<file path="config.mk">
export PLATFORM = sky130hd
export DESIGN_NAME = mem_port_arbiter
export DESIGN_NICKNAME = d
export VERILOG_FILES = /design/src/rtl/rv32_pkg.sv /design/src/rtl/lat_counter.sv /design/src/rtl/mem_port_arbiter.sv
export SDC_FILE = /design/constraint.sdc
export NUM_CORES = 1
export LEC_CHECK = 0
export ABC_AREA = 1
export CAP_MARGIN = 20
export CORE_ASPECT_RATIO = 1.5
export CORE_MARGIN = 3
export CORE_UTILIZATION = 46
export DETAILED_ROUTE_END_ITERATION = 16
export GPL_TIMING_DRIVEN = 0
export PLACE_DENSITY_LB_ADDON = 0.05
export SYNTH_ARGS = -nofsm -noshare
export SYNTH_HDL_FRONTEND = slang
export SYNTH_SLANG_ARGS = --single-unit
</file>
<file path="constraint.sdc">
create_clock -name i_clk -period 2.6 [get_ports i_clk]
set_input_delay 0.52 -clock i_clk [delete_from_list [all_inputs] [get_ports i_clk]]
set_output_delay 0.52 -clock i_clk [all_outputs]
set_load 0.02 [all_outputs]
</file>
<file path="src/rtl/rv32_pkg.sv">
// Shared types for the RV32I memory port arbiter: FSM states, requester ids, access control bundle.
// Pure declarations; no timing or flow-control behaviour of its own.
package rv32_pkg;

  typedef enum logic [1:0] {
    IDLE = 2'd0,
    BUSY = 2'd1,
    RESP = 2'd2
  } arb_state_t;

  localparam logic GNT_FETCH = 1'b0;
  localparam logic GNT_DATA  = 1'b1;

  localparam int unsigned MEM_LAT_DEF = 2;

  typedef struct packed {
    logic        we;
    logic [3:0]  be;
    logic [31:0] wdata;
  } mem_ctl_t;

endpackage

</file>
<file path="src/rtl/lat_counter.sv">
// 4-bit loadable up-counter with a terminal-count flag comparing against i_term.
// Single-cycle load/increment; no backpressure, the owner decides when to count.
module lat_counter (
  input  logic       i_clk,
  input  logic       i_rst_n,
  input  logic       i_load,
  input  logic [3:0] i_load_val,
  input  logic       i_en,
  input  logic [3:0] i_term,
  output logic       o_tc
);

  logic [3:0] r_cnt;

  always_ff @(posedge i_clk) begin
    if (!i_rst_n) begin
      r_cnt <= 4'd0;
    end else if (i_load) begin
      r_cnt <= i_load_val;
    end else if (i_en) begin
      r_cnt <= r_cnt + 4'd1;
    end
  end

  assign o_tc = (r_cnt == i_term);

endmodule

</file>
<file path="src/rtl/mem_port_arbiter.sv">
// Round-robin arbiter sharing one memory port between fetch and load/store; done = MEM_LAT+1 after grant cycle.
// Requesters hold req until done; halt freezes new grants but never aborts an in-flight access.
module mem_port_arbiter
  import rv32_pkg::*;
#(
  parameter int unsigned MEM_LAT = MEM_LAT_DEF,
  parameter int unsigned AW      = 32
) (
  input  logic          i_clk,
  input  logic          i_rst_n,
  input  logic          i_halt,
  input  logic          i_if_req,
  input  logic [AW-1:0] i_if_addr,
  output logic [31:0]   o_if_rdata,
  output logic          o_if_done,
  input  logic          i_d_req,
  input  logic          i_d_we,
  input  logic [3:0]    i_d_be,
  input  logic [AW-1:0] i_d_addr,
  input  logic [31:0]   i_d_wdata,
  output logic [31:0]   o_d_rdata,
  output logic          o_d_done,
  output logic          o_mem_en,
  output logic          o_mem_we,
  output logic [3:0]    o_mem_be,
  output logic [AW-1:0] o_mem_addr,
  output logic [31:0]   o_mem_wdata,
  input  logic [31:0]   i_mem_rdata,
  output logic          o_busy
);

  localparam logic [3:0] LAT_TERM = 4'(MEM_LAT - 1);

  arb_state_t    r_state;
  arb_state_t    w_state_nxt;
  logic          r_gnt;
  logic          r_last_gnt;
  logic [AW-1:0] r_addr;
  mem_ctl_t      r_ctl;
  logic [31:0]   r_if_rdata;
  logic [31:0]   r_d_rdata;

  logic          w_grant;
  logic          w_gnt_sel;
  logic          w_tc;
  logic          w_capture;
  logic          w_unused;

  // Byte lanes are chosen by the requester through d_be, so the low address bits are dropped.
  assign w_unused = ^{i_if_addr[1:0], i_d_addr[1:0]};

  lat_counter u_lat_counter (
    .i_clk      (i_clk),
    .i_rst_n    (i_rst_n),
    .i_load     (w_grant),
    .i_load_val (4'd0),
    .i_en       (r_state == BUSY),
    .i_term     (LAT_TERM),
    .o_tc       (w_tc)
  );

  always_comb begin
    w_state_nxt = r_state;
    w_grant     = 1'b0;
    w_gnt_sel   = GNT_FETCH;
    case (r_state)
      IDLE: begin
        if (!i_halt && (i_if_req || i_d_req)) begin
          w_grant     = 1'b1;
          w_state_nxt = BUSY;
          if (i_if_req && i_d_req) begin
            w_gnt_sel = ~r_last_gnt;
          end else begin
            w_gnt_sel = i_d_req ? GNT_DATA : GNT_FETCH;
          end
        end
      end
      BUSY: begin
        if (w_tc) begin
          w_state_nxt = RESP;
        end
      end
      RESP:    w_state_nxt = IDLE;
      default: w_state_nxt = IDLE;
    endcase
  end

  assign w_capture = (r_state == BUSY) && w_tc;

  always_ff @(posedge i_clk) begin
    if (!i_rst_n) begin
      r_state    <= IDLE;
      r_gnt      <= GNT_FETCH;
      r_last_gnt <= GNT_FETCH;
      r_addr     <= '0;
      r_ctl      <= '0;
      r_if_rdata <= 32'd0;
      r_d_rdata  <= 32'd0;
    end else begin
      r_state <= w_state_nxt;
      if (w_grant) begin
        r_gnt <= w_gnt_sel;
        if (w_gnt_sel == GNT_DATA) begin
          r_addr <= {i_d_addr[AW-1:2], 2'b00};
          r_ctl  <= '{we: i_d_we, be: i_d_be, wdata: i_d_wdata};
        end else begin
          r_addr <= {i_if_addr[AW-1:2], 2'b00};
          r_ctl  <= '0;
        end
      end
      // Round-robin history only advances once an access actually completes.
      if (w_capture) begin
        r_last_gnt <= r_gnt;
        if (r_gnt == GNT_FETCH) begin
          r_if_rdata <= i_mem_rdata;
        end else if (!r_ctl.we) begin
          r_d_rdata <= i_mem_rdata;
        end
      end
    end
  end

  assign o_mem_en    = (r_state == BUSY);
  assign o_mem_we    = o_mem_en && r_ctl.we;
  assign o_mem_be    = r_ctl.be;
  assign o_mem_addr  = r_addr;
  assign o_mem_wdata = r_ctl.wdata;
  assign o_busy      = (r_state != IDLE);
  assign o_if_done   = (r_state == RESP) && (r_gnt == GNT_FETCH);
  assign o_d_done    = (r_state == RESP) && (r_gnt == GNT_DATA);
  assign o_if_rdata  = r_if_rdata;
  assign o_d_rdata   = r_d_rdata;

endmodule

</file>
Word-level counts from Yosys, hierarchy flattened:

Index checks and enable logic that the tools add are counted.

* input bits: 138
* register bits after elaboration: 141

* reduce and logical (&&, ||, !) cells: 14
* bitwise operators: 4
* equal/unequal tests: 5
* add/sub/neg operators: 1
* multiplexer cells: 11

Operators by type and width (number)
* $mux W37: 1
* $mux W32: 1
* $logic_and A1 B1 Y1: 6
* $mux W1: 6
* $add A4 B1 Y4 const B: 1
* $eq A4 B1 Y1 const B: 1
* $mux W2: 2
* $not A1 Y1: 4
* $pmux W2 S2: 1
* $reduce_and A2 Y1: 2
* $reduce_and A3 Y1: 1
* $eq A2 B1 Y1 const B: 1
* $eq A2 B2 Y1 const B: 1
* $logic_not A2 Y1: 1
* $ne A2 B1 Y1 const B: 1
* $ne A2 B2 Y1 const B: 1
* $reduce_bool A2 Y1: 1
* $reduce_or A2 Y1: 1
* $logic_not A1 Y1: 1
* $logic_or A1 B1 Y1: 1

Longest topological paths before layout:

Gate-level depths: netlist of the first run.

* depth in word-level cells: 5
* depth in mapped cells: 9

Cells and area by module:

Synthesis of the first run repeated with hierarchy kept, for this count alone.

* cells, all modules: 806
* area, all modules: 5914.4 µm²

Modules (own cells, without submodules)
* mem_port_arbiter: times used 1, area an instance 5637.9 µm², cells an instance 762
* lat_counter: times used 1, area an instance 276.5 µm², cells an instance 44

Worst setup path before layout of the first run:

OpenSTA, ideal clock, no wires.

* path type: register -> output
* start: reg r_gnt
* end: out o_d_done
* slack: 0.977 ns
* stages on the path, launching flop included: 4
* arrival: 1.103 ns
* cell sequence: dfxtp_1 inv_2 buf_1 nor3_1

* word-level cells in the longest chain between the ends: 1

RTL lines
* start: declaration: RTL line mem_port_arbiter.sv:36 `logic r_gnt;`
* start signal: assignment: RTL line mem_port_arbiter.sv:102 `r_gnt <= w_gnt_sel;`
* $logic_and A1 B1 Y1: RTL line mem_port_arbiter.sv:130 `assign o_d_done = (r_state == RESP) && (r_gnt == GNT_DATA);`
* end: declaration: RTL line mem_port_arbiter.sv:22 `output logic o_d_done,`

No other way between the ends.

Worst setup path in the final report of the first run:

* start: reg r_state[0]
* end: out o_mem_en

* word-level cells in the longest chain between the ends: 1

RTL lines
* start: declaration: RTL line mem_port_arbiter.sv:34 `arb_state_t r_state;`
* start signal: assignment: RTL line mem_port_arbiter.sv:100 `r_state <= w_state_nxt;`
* $eq A2 B1 Y1: RTL line mem_port_arbiter.sv:123 `assign o_mem_en = (r_state == BUSY);`
* end: declaration: RTL line mem_port_arbiter.sv:23 `output logic o_mem_en,`

No other way between the ends.

==> out/qor.yml, run 1 <==
status: "finished, final reports clean"
synth_mux_area_share_pct: 0
post-route-period-util_pct: 94.9
tightest_slew_ps: 534
track_usage_pct: 24.8
relSlewSlack_pct: 64.4
hold_class: "flip-flop to flip-flop"
crit_path_end_kind: "output port"
max_cap_violations: 0
skew_ps: 11.5
final_common_cell: "nand2_1"
path_max_fanout: 10
regToRegStartpoint: "u_lat_counter.r_cnt[0]"
dp_hpwl_mm: 14.8
utilization_pct: 73.6
hold_depth: 2
hold_viol_final: 0
start_util_pct: 47.5
period_needed_ps: 2470
syn_inst: 925
rr_worst_depth: 8
slew_viol_final: 0
syn_to_final_growth_pct: 54.9
ioPinCount: 275
hold_start: "o_mem_wdata[25]"
viasPerCell: 4.71
gp_congestion: 0.839
synth_xor_area_share_pct: 0.136
insertion_delay_ps: 420
layout_common_cells: "nand2_1, clkdlybuf4s50_1, dfxtp_1"
dr_total_vias: 6517
syn-cell-area_mm2: 0.00646
wirelength_mm: 19.3
critPathArrivalTime_ps: 1950
switching_power_mw: 1.50
post_cts_buffers: 0
die_w_um: 103
synth_top_family_by_area: "simple AND/OR/NAND/NOR gates"
nNetsFinal: 1352
rr_endpoint: "o_d_rdata[21]"
gr-total-overflow: 0
max_freq_mhz: 405
antenna_cells: 0
grt_max_degree: 17
core_mm2: 0.0136
clk_path_buf_depth: 2
yosysSeqAreaShare_pct: 43.1
drtIter0Drc: 225
p_int_mw: 4.50
pwr-share-comb_pct: 16.4
drc: 0
final_layout_size_suffix_gt1_share_pct: 10.7
htreeDepth: 4
crit_path_start_kind: "flip-flop"
wl_per_cell_um: 13.9
clkSinkCount: 139
holdPathEnd: "o_mem_wdata[25]"
seqPwrFrac_pct: 37.6
rsz0062_at_grt: "no"
swShare_pct: 25.0
powerDensity_mw_per_mm2: 599
portBuffers: 267
grt_pass1_vias: 6251
setup_violations: 0
cts-root-buf: "clkbuf_16"
die-height_um: 151
cts_tree: "done"
synth-compound-area-share_pct: 2.67
finalSetupTns_ps: 0
syn_avg_cell_area_um2: 6.99
dr.pass1.iters: 6
clockPowerShare_pct: 45.9
cts_buffers: 17
criticalPathCategory: "flip-flop to output port"
synth_cell_types: 30
r2r_slack_ps: 940
antenna_found_initial: 0
p_leak_nw: 4.59
rows: 52
cp.required_ps: 2080
dieArea_mm2: 0.0155
synth_adder_area_share_pct: 0.387
yosysWarnings: 0
synthSimpleGateAreaFrac_pct: 37.4
path_clk_slew_ps: 60
ir_drop_mv: 0.370
ant_nets: 0
ys_seq_elements: 139
grt_pass1_wl_mm: 30.1
[timing repair]
item                                   4_1_cts  5_1_grt
endpoints found under the hold margin        0        0
hold buffers                                 0        0
resized for setup                            0        1
setup endpoints to repair                    0        1
[worst max-delay path by stage]
stage,start,to,slack [ps],cells after the start
global placement,i_if_req,o_mem_addr[24],380,8
global route,r_state[0],o_mem_en,50,4
detailed placement,i_if_req,o_mem_addr[24],380,8
finish,r_state[0],o_mem_en,130,4
CTS,r_gnt,o_d_done,1,4
floorplan,r_gnt,o_d_done,980,3
[state kept, by name, summed over array words and instances (netlist names)]
signal               count
o_d_rdata               32
o_if_rdata              32
r_last_gnt               1
o_mem_addr              30
r_ctl                    1
u_lat_counter.r_cnt      4
r_state                  2
r_gnt                    1
o_mem_be                 4
o_mem_wdata             32
[synthesized netlist by cell type, drive strengths merged]
library cell | number | share of area [%]
nor3 | 2 | 0.15
buf | 81 | 8.8
or2 | 20 | 1.9
o21ai | 3 | 0.23
inv | 113 | 6.6
clkinv | 1 | 0.058
a21oi | 3 | 0.23
dfxtp | 139 | 43
nor2 | 118 | 7.5
clkbuf | 15 | 0.87
nand3 | 58 | 4.7
conb | 1 | 0.058
nand4 | 65 | 6.4
nor3b | 1 | 0.12
ha | 2 | 0.39
xor2 | 1 | 0.14
nand2 | 283 | 17
o21bai | 19 | 2.2
[power groups by stage]
stage	registers [mW]	clock network, mW	logic, mW
after floorplan	2.36	0	0.454
after global routing	2.27	2.88	1.08
final	2.26	2.76	0.986
after detailed placement	2.30	0	0.986
after global placement	2.30	0	0.980
after CTS	2.26	2.79	0.992
[critical path, stage by stage (launching register included)]
cell and delay [ps]:
dfxtp_1 390, inv_2 80, nor2_8 150, buf_2 260, clkdlybuf4s50_1 660
[routing by layer]
layer / routed length [µm] / vias to the layer above / GRT usage, %
met5: 0 / - / 0
met3: 1480 / 44 / 8.20
li1: - / 3382 / -
met2: 10200 / 243 / 45.3
met4: 583 / 0 / 9.20
met1: 7010 / 2848 / 25.9
[layout make-up]
class                   instances  area, µm²
clock buffers                  17        425
fillers                      1111       3590
multi-input cells             577       2630
flip-flops and latches        139       2780
plain buffers                  96        623
well taps                     162        203
repair buffers                267       2680
clock inverters                13        240
inverters                     114        430
[kinds of logic (layout without fill, tap and decap cells)]
kind of cell / count (synthesis) / count (layout)
XOR/XNOR: 1 / 1
other: 1 / 2
adder cells (fa/ha/maj): 2 / 2
flip-flops: 139 / 139
AO/OA/AOI/OAI: 25 / 25
buffers and inverters: 210 / 507
AND/OR/NAND/NOR: 547 / 547
[per-stage QoR]
| step | worst slack, ps | instance area [µm²] | hold WS (ps) | std cells | power (mW) |
|---|---|---|---|---|---|
| 6_report | 132 | 10000 | 442 | 1385 | 6.00 |
| 5_1_grt | 49.3 | 10000 | 452 | 1385 | 6.22 |
| 4_1_cts | 1.47 | 10000 | 445 | 1385 | 6.04 |
| 3_5_place_dp | 379 | 9340 | 433 | 1355 | 3.29 |
| 3_3_place_gp | 375 | 9340 | 429 | 1355 | 3.28 |
| 2_1_floorplan | 977 | 6470 | 420 | 926 | 2.81 |
No activity file was read; power rests on OpenSTA's default activity.
==> run 2, diff against run 1 <==
--- a/config.mk
+++ b/config.mk
@@ -13,6 +13,7 @@
 export DETAILED_ROUTE_END_ITERATION = 16
 export GPL_TIMING_DRIVEN = 0
 export PLACE_DENSITY_LB_ADDON = 0.05
+export SLEW_MARGIN = 20
 export SYNTH_ARGS = -nofsm -noshare
 export SYNTH_HDL_FRONTEND = slang
 export SYNTH_SLANG_ARGS = --single-unit
==> results of run 2 <==
No change in the layout: final DEF, timing and power equal those of run 1.
